--- src/rtl/lfsr_seq_pkg.sv ---
// Shared types and tap table for the XNOR Fibonacci LFSR sequencer.
package lfsr_seq_pkg;

  localparam int MIN_N = 3;
  localparam int MAX_N = 32;

  typedef enum logic [1:0] {
    IDLE = 2'd0,
    LOAD = 2'd1,
    RUN  = 2'd2
  } state_e;

  function automatic logic [MAX_N-1:0] tap_bit(input int k);
    logic [MAX_N-1:0] one;
    one = 1;
    return one << (k - 1);
  endfunction

  // Maximal-length XNOR taps, listed 1-based as in XAPP052.
  function automatic logic [MAX_N-1:0] lfsr_taps(input int n);
    logic [MAX_N-1:0] m;
    m = '0;
    case (n)
      3:  m = tap_bit(3)  | tap_bit(2);
      4:  m = tap_bit(4)  | tap_bit(3);
      5:  m = tap_bit(5)  | tap_bit(3);
      6:  m = tap_bit(6)  | tap_bit(5);
      7:  m = tap_bit(7)  | tap_bit(6);
      8:  m = tap_bit(8)  | tap_bit(6)  | tap_bit(5)  | tap_bit(4);
      9:  m = tap_bit(9)  | tap_bit(5);
      10: m = tap_bit(10) | tap_bit(7);
      11: m = tap_bit(11) | tap_bit(9);
      12: m = tap_bit(12) | tap_bit(6)  | tap_bit(4)  | tap_bit(1);
      13: m = tap_bit(13) | tap_bit(4)  | tap_bit(3)  | tap_bit(1);
      14: m = tap_bit(14) | tap_bit(5)  | tap_bit(3)  | tap_bit(1);
      15: m = tap_bit(15) | tap_bit(14);
      16: m = tap_bit(16) | tap_bit(15) | tap_bit(13) | tap_bit(4);
      17: m = tap_bit(17) | tap_bit(14);
      18: m = tap_bit(18) | tap_bit(11);
      19: m = tap_bit(19) | tap_bit(6)  | tap_bit(2)  | tap_bit(1);
      20: m = tap_bit(20) | tap_bit(17);
      21: m = tap_bit(21) | tap_bit(19);
      22: m = tap_bit(22) | tap_bit(21);
      23: m = tap_bit(23) | tap_bit(18);
      24: m = tap_bit(24) | tap_bit(23) | tap_bit(22) | tap_bit(17);
      25: m = tap_bit(25) | tap_bit(22);
      26: m = tap_bit(26) | tap_bit(6)  | tap_bit(2)  | tap_bit(1);
      27: m = tap_bit(27) | tap_bit(5)  | tap_bit(2)  | tap_bit(1);
      28: m = tap_bit(28) | tap_bit(25);
      29: m = tap_bit(29) | tap_bit(27);
      30: m = tap_bit(30) | tap_bit(6)  | tap_bit(4)  | tap_bit(1);
      31: m = tap_bit(31) | tap_bit(28);
      32: m = tap_bit(32) | tap_bit(22) | tap_bit(2)  | tap_bit(1);
      default: m = '0;
    endcase
    return m;
  endfunction

endpackage

--- src/rtl/lfsr_seq_core.sv ---
// LFSR register with XNOR feedback; a load takes priority over a step.
module lfsr_core
  import lfsr_seq_pkg::*;
#(
  parameter int N = 32
) (
  input  logic         clk_i,
  input  logic         rst_i,
  input  logic         load_i,
  input  logic [N-1:0] seed_i,
  input  logic         step_i,
  output logic [N-1:0] state_o
);

  localparam logic [MAX_N-1:0] TAPS_FULL = lfsr_taps(N);
  localparam logic [N-1:0]     TAPS      = TAPS_FULL[N-1:0];

  logic [N-1:0] state_q;
  logic [N-1:0] state_d;
  logic         fb;

  assign fb = ~^(state_q & TAPS);

  always_comb begin
    state_d = state_q;
    if (load_i) begin
      state_d = seed_i;
    end else if (step_i) begin
      state_d = {state_q[N-2:0], fb};
    end
  end

  always_ff @(posedge clk_i or posedge rst_i) begin
    if (rst_i) begin
      state_q <= '0;
    end else begin
      state_q <= state_d;
    end
  end

  assign state_o = state_q;

endmodule

--- src/rtl/lfsr_seq.sv ---
// Burst sequencer: seed load, counted valid/ready stream, abort and lock-up guard.
module lfsr_seq
  import lfsr_seq_pkg::*;
#(
  parameter int N     = 32,
  parameter int CNT_W = 16
) (
  input  logic             clk_i,
  input  logic             rst_i,
  input  logic [N-1:0]     cfg_seed_i,
  input  logic [CNT_W-1:0] cfg_len_i,
  input  logic             start_i,
  input  logic             stop_i,
  output logic             busy_o,
  output logic             done_o,
  output logic             lockup_o,
  output logic [N-1:0]     data_o,
  output logic             valid_o,
  input  logic             ready_i
);

  generate
    if (N < MIN_N || N > MAX_N) begin : g_bad_n
      $error("lfsr_seq: N must be within 3..32");
    end
  endgenerate

  state_e           state_q;
  logic [N-1:0]     seed_q;
  logic [CNT_W-1:0] cnt_q;
  logic             busy_q;
  logic             done_q;
  logic             lockup_q;
  logic             valid_q;

  logic             xfer;
  logic             last_xfer;
  logic             core_load;
  logic [N-1:0]     core_seed;

  assign xfer      = valid_q & ready_i;
  assign last_xfer = xfer && (cnt_q == CNT_W'(1));
  assign core_load = (state_q == LOAD);
  // lockup_q is already valid in LOAD, so it doubles as the substitution select.
  assign core_seed = lockup_q ? '0 : seed_q;

  lfsr_core #(.N(N)) u_core (
    .clk_i   (clk_i),
    .rst_i   (rst_i),
    .load_i  (core_load),
    .seed_i  (core_seed),
    .step_i  (xfer),
    .state_o (data_o)
  );

  always_ff @(posedge clk_i or posedge rst_i) begin
    if (rst_i) begin
      state_q  <= IDLE;
      seed_q   <= '0;
      cnt_q    <= '0;
      busy_q   <= 1'b0;
      done_q   <= 1'b0;
      lockup_q <= 1'b0;
      valid_q  <= 1'b0;
    end else begin
      done_q <= 1'b0;
      case (state_q)
        IDLE: begin
          if (start_i && (cfg_len_i != '0)) begin
            seed_q   <= cfg_seed_i;
            cnt_q    <= cfg_len_i;
            lockup_q <= &cfg_seed_i;
            busy_q   <= 1'b1;
            state_q  <= LOAD;
          end
        end
        LOAD: begin
          if (stop_i) begin
            busy_q  <= 1'b0;
            state_q <= IDLE;
          end else begin
            valid_q <= 1'b1;
            state_q <= RUN;
          end
        end
        RUN: begin
          if (xfer) begin
            cnt_q <= cnt_q - CNT_W'(1);
          end
          // Completion outranks an abort landing on the final word.
          if (last_xfer) begin
            valid_q <= 1'b0;
            busy_q  <= 1'b0;
            done_q  <= 1'b1;
            state_q <= IDLE;
          end else if (stop_i) begin
            valid_q <= 1'b0;
            busy_q  <= 1'b0;
            state_q <= IDLE;
          end
        end
        default: begin
          valid_q <= 1'b0;
          busy_q  <= 1'b0;
          state_q <= IDLE;
        end
      endcase
    end
  end

  assign busy_o   = busy_q;
  assign done_o   = done_q;
  assign lockup_o = lockup_q;
  assign valid_o  = valid_q;

endmodule

--- config.mk ---
export PLATFORM = sky130hd
export DESIGN_NAME = lfsr_seq
export DESIGN_NICKNAME = d
export VERILOG_FILES = /design/src/rtl/lfsr_seq_pkg.sv /design/src/rtl/lfsr_seq_core.sv /design/src/rtl/lfsr_seq.sv
export SDC_FILE = /design/constraint.sdc
export NUM_CORES = 1
export LEC_CHECK = 0
export CAP_MARGIN = 30
export CORE_UTILIZATION = 49
export CTS_BUF_LIST = sky130_fd_sc_hd__clkbuf_2 sky130_fd_sc_hd__clkbuf_4 sky130_fd_sc_hd__clkbuf_8
export DETAILED_ROUTE_END_ITERATION = 16
export MAX_ROUTING_LAYER = met4
export PLACE_DENSITY = 0.84
export SYNTH_ARGS = -nofsm -noshare
export SYNTH_HDL_FRONTEND = slang
export SYNTH_HIERARCHICAL = 1
export SYNTH_SLANG_ARGS = --single-unit
--- constraint.sdc ---
create_clock -name clk_i -period 4.1 [get_ports clk_i]
set_input_delay 0.41 -clock clk_i [delete_from_list [all_inputs] [get_ports clk_i]]
set_output_delay 0.41 -clock clk_i [all_outputs]
set_load 0.01 [all_outputs]
==> results_dict.tcl <==
set metrics [dict create \
    sequential_cell_area_um2 2150 \
    clock-sinks 86 \
    via_per_inst 5.89 \
    synth-warning-count 6 \
    floorplan.die_area_um2 9410 \
    grt_setup_unrepaired "no" \
    synth_adder_area_share 0.00566 \
    avgSynthCellArea_um2 10.5 \
    p_leak_nw 2.27 \
    fill_cells 695 \
    yosysTopAreaCellShare 0.486 \
    clock_insertion_delay_at_the_later_pin_of_the_skew_report_ps 350 \
    cts_root_buf "sky130_fd_sc_hd__clkbuf_8" \
    post_synth_xor_area_fraction 0.00198 \
    cts.clk_slew.worst_paths_ps 90 \
    cts_tree "done" \
    starting_drt_drc_count 139 \
    power_total_mw 3.15 \
    multi_input_comb_area_um2 2110 \
    cts-buffers-inserted 9 \
    setup_slack_ps 1780 \
    finish.net_count 553 \
    dr.pass1.iters 5 \
    slew_headroom 0.297 \
    totalWireLength_um 10300 \
    placementRows 34 \
    min_period_over_period 0.565 \
    synth_simple_gate_area_frac 0.188 \
    setup_viol 0 \
    post_synth_mux_area_share 0.154 \
    grt_first_pass_wirelength_um 17200 \
    routed_wire_length_per_instance_um 16.8 \
    syn_inst 420 \
    post_cts_gate_resize_count 0 \
    worst_path_maximum_fanout 46 \
    path_cells "clkdlybuf4s50_1, nor3b_1, nand2_1, inv_2, mux2_2" \
    power.density_nw_per_um2 567 \
    grt_usage 0.232 \
    drc_errors 0 \
    die-height_um 97.0 \
    ys_dominant_reg_cell "sky130_fd_sc_hd__dfrtp_1" \
    ys_async_sr_fraction 1.00 \
    maxSlewViolCount 0 \
    synthToLayoutAreaGrowth_pct 25.7 \
    num_vias 3600 \
    critPathArrivalTime_ps 2550 \
    postRouteAntennaNets 0 \
    start_kind "input port" \
    dpl_worst_slack_ps 1460 \
    core_um2 8720 \
    critPathSlowestCell "sky130_fd_sc_hd__inv_2" \
    synth.cell_area_um2 4420 \
    cell_area_reported_after_detailed_placement_um2 5370 \
    synth_compound_gate_area_share 0.128 \
    ys_seq_elements 86 \
    timing.clock.skew_ps 8.91 \
    buffer_ports.inserted 88 \
    layout.cell_area.non_filler_um2 5560 \
    ir_drop_v 0.000208 \
    gp_routability_congestion 0.902 \
    synth.yosys.seq_area_share 0.486 \
    cts_hold_buf 0 \
    final_core_utilization 0.637 \
    critical_path.max_stage_delay_ps 700 \
    grt_start_max_net_pins 69 \
    diodes_inserted 0 \
    post_synth_main_area_contributors "sky130_fd_sc_hd__dfrtp_1, sky130_fd_sc_hd__mux2_2, sky130_fd_sc_hd__mux2i_1" \
    synth.lib_cells_used.distinct 53 \
    dpl.hpwl_um 7180 \
    fmaxAchievable_mhz 431 \
    hold_violations 0 \
    first_global_vias 3462 \
    layout-drive-gt1-share 0.125 \
    post_cts.repair.setup_buffers 0 \
    min_path_type "in2async" \
    largest_family_of_logic_cells_by_synthesized_area "simple AND/OR/NAND/NOR gates" \
    clock_path_buffers 2 \
    synth_largest_area_cell "sky130_fd_sc_hd__dfrtp_1" \
    crit_type "in2reg" \
    grt.overflow.total 0 \
    final.setup.tns_ps 0 \
    worst_pin_slew_ps 1050 \
    outcome "finished, final reports clean" \
    number_of_violations_of_the_max_capacitance_limit 0 \
    io_pins 89 \
    required_ps 4330 \
    endpoint_kind "flip-flop" \
    clock_tree.htree_level_count 3 \
    antenna_violations_before_repair 0 \
    synth.net_count 475 \
    initial_core_util 0.507 \
    die_width_um 97.0 \
    finalWorstPathRequiredPeriod_ps 2320 \
    number_of_synthesized_flops_with_an_enable_pin 0 \
]
-- metal layers --
layer	vias up	wire (um)	GRT usage
li1	1705	-	-
met5	-	0	-
met2	131	5050	0.361
met3	10	591	0.0368
met1	1754	4540	0.312
met4	0	112	0.0746
-- synthesized netlist by cell type (all sizes together) (9+ instances only) --
library cell  instances
buf                  11
clkbuf               15
dfrtp                86
inv                   9
mux2                 32
mux2i                32
nand2                49
nand4                10
nor2b                33
nor4                  9
o21ai                37
o221ai               12
-- layout by cell type, fill, tap and decap left out, types with 10 or more instances in the layout --
cell type,instances
sky130_fd_sc_hd__clkdlybuf4s50_1,88
sky130_fd_sc_hd__dfrtp_1,86
sky130_fd_sc_hd__nand2_1,49
sky130_fd_sc_hd__o21ai_0,35
sky130_fd_sc_hd__nor2b_1,33
sky130_fd_sc_hd__mux2_2,32
sky130_fd_sc_hd__mux2i_1,32
sky130_fd_sc_hd__o221ai_1,12
sky130_fd_sc_hd__clkbuf_8,11
sky130_fd_sc_hd__nand4_1,10
-- registers in the layout, indices dropped and copies added, names as in the netlist --
signal	cells
state_q	2
u_core/state_o	32
busy_o	1
lockup_o	1
done_o	1
valid_o	1
seed_q	32
cnt_q	16
-- cells by family after synthesis --
logic type      Yosys count
buf+inv                  35
xor+xnor                  1
compound gates           85
simple gates            147
flops                    86
mux                      64
fa+ha+maj                 2
-- through the flow --
stage | std cells | hold slack (ps)
CTS | 611 | 421
detailed placement | 595 | 488
global placement | 594 | 482
floorplan | 420 | 473
global route | 611 | 443
finish | 611 | 433
-- final timing paths --
check	slack, ps	to	cells after the start	startpoint
min in group clk_i	510	seed_q[5]	1	seed_q[5]
setup / recovery	1780	seed_q[18]	5	start_i
hold reg to reg	510	seed_q[5]	1	seed_q[5]
setup reg to reg	1800	cnt_q[0]	3	state_q[0]
hold / removal	430	u_core/state_o[25]	2	rst_i
max in group asynchronous	2780	cnt_q[0]	3	rst_i
-- area by class of cell --
type / instances / share of cell area
inverters: 9 / 0.00608
clock inverters: 5 / 0.00608
flip-flops and latches: 86 / 0.387
repair buffers: 93 / 0.169
multi-input cells: 299 / 0.380
well taps: 108 / 0.0243
clock buffers: 11 / 0.0272
-- where the power goes --
| group | total (mW) | internal, mW | leakage, nW | switching [mW] |
|---|---|---|---|---|
| logic | 1.17 | 0.669 | 1.14 | 0.503 |
| registers | 1.43 | 1.15 | 1.04 | 0.281 |
| clock network | 0.551 | 0.252 | 0.0913 | 0.299 |
| total | 3.15 | 2.07 | 2.27 | 1.08 |
-- critical path: cells and delay by family --
kind | cells | cell delay (ps)
buf+inv | 2 | 1160
simple gates | 2 | 510
mux | 1 | 420
Note: power is estimated with default switching activity, not from simulation.
